`config.mk`:
```
export PLATFORM = sky130hd
export DESIGN_NAME = bm_pingpong_write_ctrl
export DESIGN_NICKNAME = d
export VERILOG_FILES = /design/src/rtl/bm_pingpong_write_ctrl.sv
export SDC_FILE = /design/constraint.sdc
export NUM_CORES = 1
export LEC_CHECK = 0
export CORE_ASPECT_RATIO = 1.1
export CORE_MARGIN = 4
export CORE_UTILIZATION = 28
export DETAILED_ROUTE_END_ITERATION = 7
export PLACE_DENSITY_LB_ADDON = 0.2
export SLEW_MARGIN = 20
export SYNTH_ARGS = -nofsm -noshare
export SYNTH_HDL_FRONTEND = slang
export SYNTH_SLANG_ARGS = --single-unit
```
`constraint.sdc`:
```
create_clock -name clk -period 7.8 [get_ports clk]
set_clock_uncertainty 0.2 [all_clocks]
set_input_delay 1.17 -clock clk [delete_from_list [all_inputs] [get_ports clk]]
set_output_delay 1.17 -clock clk [all_outputs]
set_load 0.005 [all_outputs]
```
`src/rtl/bm_pingpong_write_ctrl.sv`:
```
// Ping-pong write sequencer for the block-match bit-pixel RAM.
// Optional stall counter enabled by BM_PINGPONG_PERF_EN.
module bm_pingpong_write_ctrl #(
  parameter int WORDS_PER_STREAM = 8192
) (
  input  logic        clk,
  input  logic        reset,
  input  logic        in_valid,
  output logic        in_ready,
  input  logic [1:0]  in_sel,
  input  logic [15:0] in_data,
  output logic [18:0] wr_address,
  output logic        write,
  output logic [15:0] wr_data,
  output logic        match_start,
  output logic        match_half,
  input  logic        match_done,
  output logic        wr_half,
  output logic        err_sel,
  output logic        err_done,
  output logic [15:0] stall_cycles
);

  typedef enum logic [1:0] {
    EMPTY,
    FILLING,
    FULL,
    BUSY
  } hstate_e;

  // One extra bit so a counter can hold the full count of 8192
  localparam logic [13:0] W = 14'(WORDS_PER_STREAM);

  hstate_e     st_q [2];
  hstate_e     st_d [2];
  logic [13:0] cnt_q [3];
  logic [13:0] cnt_d [3];
  logic        wr_half_q, wr_half_d;
  logic        write_q, write_d;
  logic [18:0] addr_q, addr_d;
  logic [15:0] data_q, data_d;
  logic        start_q, start_d;
  logic        mhalf_q, mhalf_d;
  logic        err_sel_q, err_sel_d;
  logic        err_done_q, err_done_d;
  logic [13:0] sel_cnt;
  logic        accept;
  logic        oth;

  always_comb begin
    sel_cnt = '0;
    case (in_sel)
      2'd0:    sel_cnt = cnt_q[0];
      2'd1:    sel_cnt = cnt_q[1];
      2'd2:    sel_cnt = cnt_q[2];
      default: sel_cnt = '0;
    endcase
  end

  assign in_ready = !reset
                  && (st_q[wr_half_q] == FILLING)
                  && ((in_sel == 2'd3) || (sel_cnt < W));
  assign accept = in_valid && in_ready;
  assign oth    = ~wr_half_q;

  always_comb begin
    st_d       = st_q;
    cnt_d      = cnt_q;
    wr_half_d  = wr_half_q;
    write_d    = 1'b0;
    addr_d     = addr_q;
    data_d     = data_q;
    start_d    = 1'b0;
    mhalf_d    = mhalf_q;
    err_sel_d  = err_sel_q;
    err_done_d = err_done_q;

    if (match_done) begin
      if (st_q[0] == BUSY)      st_d[0] = EMPTY;
      else if (st_q[1] == BUSY) st_d[1] = EMPTY;
      else                      err_done_d = 1'b1;
    end

    // The half only turns BUSY in the start cycle itself
    if (start_q) st_d[mhalf_q] = BUSY;

    if (accept) begin
      if (in_sel == 2'd3) begin
        err_sel_d = 1'b1;
      end else begin
        write_d = 1'b1;
        addr_d  = {wr_half_q, in_sel, 3'b000, sel_cnt[12:0]};
        data_d  = in_data;
        for (int b = 0; b < 3; b++) begin
          if (in_sel == 2'(b)) cnt_d[b] = cnt_q[b] + 14'd1;
        end
      end
    end

    if (cnt_d[0] == W && cnt_d[1] == W && cnt_d[2] == W) begin
      st_d[wr_half_q] = FULL;
      for (int b = 0; b < 3; b++) cnt_d[b] = '0;
    end

    if (st_d[0] != FILLING && st_d[1] != FILLING) begin
      if (st_d[wr_half_q] == EMPTY) begin
        st_d[wr_half_q] = FILLING;
      end else if (st_d[oth] == EMPTY) begin
        st_d[oth] = FILLING;
        wr_half_d = oth;
      end
    end

    if (!start_q && st_q[0] != BUSY && st_q[1] != BUSY) begin
      if (st_q[0] == FULL && st_q[1] == FULL) begin
        start_d = 1'b1;
        mhalf_d = ~mhalf_q;
      end else if (st_q[0] == FULL) begin
        start_d = 1'b1;
        mhalf_d = 1'b0;
      end else if (st_q[1] == FULL) begin
        start_d = 1'b1;
        mhalf_d = 1'b1;
      end
    end
  end

  always_ff @(posedge clk) begin
    if (reset) begin
      st_q[0]    <= EMPTY;
      st_q[1]    <= EMPTY;
      for (int b = 0; b < 3; b++) cnt_q[b] <= '0;
      wr_half_q  <= 1'b0;
      write_q    <= 1'b0;
      addr_q     <= '0;
      data_q     <= '0;
      start_q    <= 1'b0;
      mhalf_q    <= 1'b0;
      err_sel_q  <= 1'b0;
      err_done_q <= 1'b0;
    end else begin
      st_q       <= st_d;
      cnt_q      <= cnt_d;
      wr_half_q  <= wr_half_d;
      write_q    <= write_d;
      addr_q     <= addr_d;
      data_q     <= data_d;
      start_q    <= start_d;
      mhalf_q    <= mhalf_d;
      err_sel_q  <= err_sel_d;
      err_done_q <= err_done_d;
    end
  end

  assign wr_address  = addr_q;
  assign write       = write_q;
  assign wr_data     = data_q;
  assign match_start = start_q;
  assign match_half  = mhalf_q;
  assign wr_half     = wr_half_q;
  assign err_sel     = err_sel_q;
  assign err_done    = err_done_q;

`ifdef BM_PINGPONG_PERF_EN
  logic [15:0] stall_q, stall_d;

  always_comb begin
    stall_d = stall_q;
    if (in_valid && !in_ready && stall_q != 16'hFFFF)
      stall_d = stall_q + 16'd1;
  end

  always_ff @(posedge clk) begin
    if (reset) stall_q <= '0;
    else       stall_q <= stall_d;
  end

  assign stall_cycles = stall_q;
`else
  assign stall_cycles = '0;
`endif

endmodule

```
Yosys cells after proc, flatten, opt, wreduce, memory -nomap -nowiden. Cells that the tools add are included.

Flip-flop bits (word level): 84. Logic and storage cells: 123. Input port bits: 22.

Multiplexer cells: 37. Reductions and logical operators: 27. Magnitude comparators: 7. Bitwise gates (word level): 21. Add/subtract/negate cells: 3. Equal/unequal tests: 15.

Operators by type and width (number): 42-bit two-way mux (2); 14-bit by 1-bit adder with 14-bit output, second input constant (3); 14-bit equality test, second input constant (3); 14-bit two-way mux (3); 14-bit case mux with 3 select lines (1); 2-bit two-way mux (15); 4-bit two-way mux (6); 14-bit less-than comparator, second input constant (1); 2-bit equality test, second input constant (6); 1-bit logical AND (12); 1-bit inverter (8); 1-bit two-way mux (7); 2-bit AND (3); 2-bit demux with 1-bit select (3); 2-bit >= comparator, second input constant (3); 2-bit zero test (3); 2-bit by 1-bit less-than comparator with 1-bit output, second input constant (3); 1-bit inverter with 2-bit output (3); 2-bit inverter (3); 2-bit OR (3); 2-bit AND reduction (3); 3-bit AND reduction (2); 2-bit OR reduction (3); 2-bit by 1-bit equality test with 1-bit output, second input constant (2); 6 further kinds (9).

Depth between registers and ports, before layout.
Depth after elaboration: 20. Mapped depth: 14. Depth with buffers taken out: 11.

Least setup slack after synthesis. OpenSTA, ideal clock, no wires.

Path kind: in2reg. Start: in in_sel[1]. End: reg cnt_q[33] (netlist bit). Data required time: 7485 ps. Data arrival time: 3690 ps. Stages: 14. Setup slack: 3795 ps. Path buffers: 4. Cells stage by stage: buf_6 -> buf_6 -> nor2b_1 -> clkbuf_1 -> ha_1 -> nor3_1 -> nand4_1 -> o41ai_1 -> nand4b_1 -> nor4_2 -> nand3_2 -> nand2b_2 -> buf_6 -> o21ba_1.

Word-level cells in the longest chain between the ends: 11. Elaborated cells on any way between the ends: 20. Classes of those cells: order compare: 1; eq/ne: 6; mux: 6; reduce/logical: 7.

Ends and longest elaborated chain: start: declaration (RTL line 10) `input logic [1:0] in_sel,`; 2-bit equality test (tied with other cells) (RTL line 52, 95); 14-bit case mux with 3 select lines (RTL line 52) `case (in_sel)`; 14-bit less-than comparator (RTL line 62) `&& ((in_sel == 2'd3) || (sel_cnt < W));`; 1-bit logical OR (RTL line 62); 1-bit logical AND (RTL line 62); 1-bit logical AND (RTL line 63) `assign accept = in_valid && in_ready;`; 42-bit two-way mux * (RTL line 87) `if (accept) begin`; 14-bit equality test (RTL line 100) `if (cnt_d[0] == W && cnt_d[1] == W && cnt_d[2] == W) begin`; 1-bit logical AND (2 in series) (RTL line 100); 2-bit OR reduction (no source line); end signal: assignment (RTL line 143) `cnt_q <= cnt_d;`; end: declaration (RTL line 36) `logic [13:0] cnt_q [3];`.

Every way passes the cells marked *; elsewhere a longest branch is shown, timed or not. A chain may end at the register's enable or synchronous reset.

Worst setup path after layout.
Start: in in_sel[0]. End: reg cnt_q[27] (netlist bit).

Same word-level chain as after synthesis.

==> results_dict.tcl <==
set metrics [dict create \
    status "finished clean" \
    tightest_slew_ns 0.842 \
    path_buf_inv 2 \
    wl_met3_microns 718 \
    met2_length_mm 6.45 \
    end_kind "flop" \
    hold_slack_ns 0.252 \
    io_buffers 60 \
    setup_viol 0 \
    swShare 0.234 \
    rows 49 \
    ys_types 71 \
    p_leak_nw 1.89 \
    p_sw_mw 0.222 \
    relSlewSlack 0.435 \
    routed_wl_mm 13.5 \
    seqPwrFrac 0.465 \
    cts_tree "built" \
    fp.dieH_microns 143 \
    avgViaCountPerCell 5.10 \
    syn_area_per_cell_sq_um 8.12 \
    slowest_stage "clkdlybuf4s50_1" \
    cp-start-kind "input port" \
    drtIter0Drc 290 \
    drc 0 \
    cpPeakStageDelay_ns 0.89 \
    hp-class "flop to flop" \
    ctsRootBufferMaster "clkbuf_16" \
    place_inst 805 \
    worstPathRequired_ns 7.84 \
    die_w_microns 131 \
    coreArea_sq_um 16400 \
    post_drt_wl_per_cell_microns 16.4 \
    area.growth.synth_to_final_pct 19.6 \
    final_area_sq_um 5570 \
    nNetsFinal 640 \
    grt_max_degree 57 \
    crit_arrival_ns 6.18 \
    num_io_pins 80 \
    rsz0062_at_grt "false" \
    irDropWorstVdd_mv 0.142 \
    clk_latency_ns 0.35 \
    fin_cells 821 \
    drv_cap 0 \
    grt_pass1_wl_mm 21.1 \
    fin_crit_sh 0.787 \
    syn_area_sq_um 4660 \
    synth_top_area_frac 0.361 \
    gp_congestion 0.917 \
    grt_pass1_vias 3925 \
    clk_path_buf_depth 2 \
    synth_ff_type "dfxtp_1" \
    fin_ws_ns 1.66 \
    ys_top_cells_by_count "84 x dfxtp_1, 79 x nor2_1, 74 x nand2_1, 43 x a21oi_1, 23 x xnor2_1" \
    critical_path_class "input port to flop" \
    cts_resized 0 \
    gr-total-overflow 0 \
    cellPowerDensity_nw_per_um2 170 \
    grt_usage 0.144 \
    timing.setup.tns_ns 0 \
    p_clk_frac 0.461 \
    crit_family "simple AND/OR/NAND/NOR gates" \
    synth.area.top_cells "dfxtp_1 36%, nor2_1 6.4%, nand2_1 6.0%" \
    drt-pass1-iter-count 5 \
    finalCriticalPeriod_ns 6.14 \
    antenna_found_initial 0 \
    yosysWarnings 0 \
    finalPower_mw 0.947 \
    synth.most_common_cell "dfxtp_1" \
    clkTransAtPathRegs_ns 0.06 \
    fillCellCount 1700 \
    die_area_sq_um 18800 \
    top_layer_used "met4" \
    syn_inst 574 \
    synth_seq_area_share 0.361 \
    hpwl_mm 9.94 \
    start_util 0.285 \
    final_layout_size_suffix_gt1_frac 0.0632 \
    antenna_cells 0 \
    wl_met1_mm 6.16 \
    numClockSinks 84 \
    max_freq_mhz 163 \
    postCtsHoldBufs 0 \
    pwr-share-comb 0.074 \
    final_core_util 0.341 \
    hold_viol 0 \
    drv_slew 0 \
    numCtsBuffers 9 \
    yosysTopAreaCell "dfxtp_1" \
    p_int_mw 0.726 \
    synth-seq-cells 84 \
    ant_nets 0 \
    place_ws_ns 1.31 \
    postSynth.asyncResetShare 0 \
    crit_chain "clkdlybuf4s50_1 > mux2i_1 > o21ai_1 > nor2_1 > nand2_2 > inv_2 > o41ai_1 > nand4b_1 > nor4_2 > nand3_2 > nand2b_2 > o21ba_2" \
    worstPathMaxFanout 49 \
    place_area_sq_um 5270 \
    synth-edff-count 0 \
    post_cts_buffers 0 \
    htreeDepth 3 \
    vias 4191 \
]
[power by group through the flow]
stage	Sequential (mW)	Clock (mW)	Combinational (mW)
after floorplan	0.449	0	0.0458
after global placement	0.450	0	0.0704
after detailed placement	0.450	0	0.0704
after CTS	0.440	0.451	0.0705
after global routing	0.441	0.469	0.0776
final	0.440	0.437	0.0703
[flip-flops by register name, summed over array words and instances, names as in the netlist]
register and flops:
match_start 1, wr_half 1, err_done 1, write 1
st_q 4, cnt_q 42, match_half 1, err_sel 1
wr_data 16, wr_address 16
[final timing paths]
path | start | end | depth (start not counted) | slack, ns
worst max-delay path | in_sel[0] | cnt_q[27] | 12 | 1.66
worst min-delay path | wr_data[5] | wr_data[5] | 2 | 0.25
worst max register to register | wr_half | cnt_q[27] | 11 | 2.68
worst min register to register | wr_data[5] | wr_data[5] | 2 | 0.25
[cell families after synthesis]
kind of cell,Yosys count,share of synthesized area
AND/OR/NAND/NOR,269,0.300
AO/OA/AOI/OAI,99,0.141
flip-flops,84,0.361
buffers and inverters,63,0.0784
XOR/XNOR,34,0.0639
multiplexers,18,0.0387
adder cells (fa/ha/maj),6,0.0161
other,1,0.000805
[cells in the final DEF (no fill, tap or decap), types with 14 or more instances in the layout]
cell type / n
mux2i_1: 18
dfxtp_1: 84
nand3_1: 14
nor2_1: 79
clkdlybuf4s50_1: 59
conb_1: 19
nand2_1: 74
nor3_1: 18
a21oi_1: 43
nand4_1: 16
xnor2_1: 23
[routing by layer]
layer	vias up	GRT usage
met4	0	0.0330
met1	1985	0.198
li1	2078	-
met5	-	0
met3	14	0.0364
met2	114	0.229
[tightest hold or removal path: stages, from the launching register on]
cell and delay (ns):
dfxtp_1 0.30, nand2_1 0.05, a21oi_1 0.05
[layout make-up]
type,count,area (sq um),area share
Tap cell,204,255,0.0458
Sequential cell,84,1680,0.302
Clock buffer,11,243,0.0435
Clock inverter,5,60.1,0.0108
Multi-Input combinational cell,445,2680,0.481
Inverter,9,33.8,0.00606
Timing Repair Buffer,63,621,0.111
Note: power is estimated with default switching activity, not from simulation.
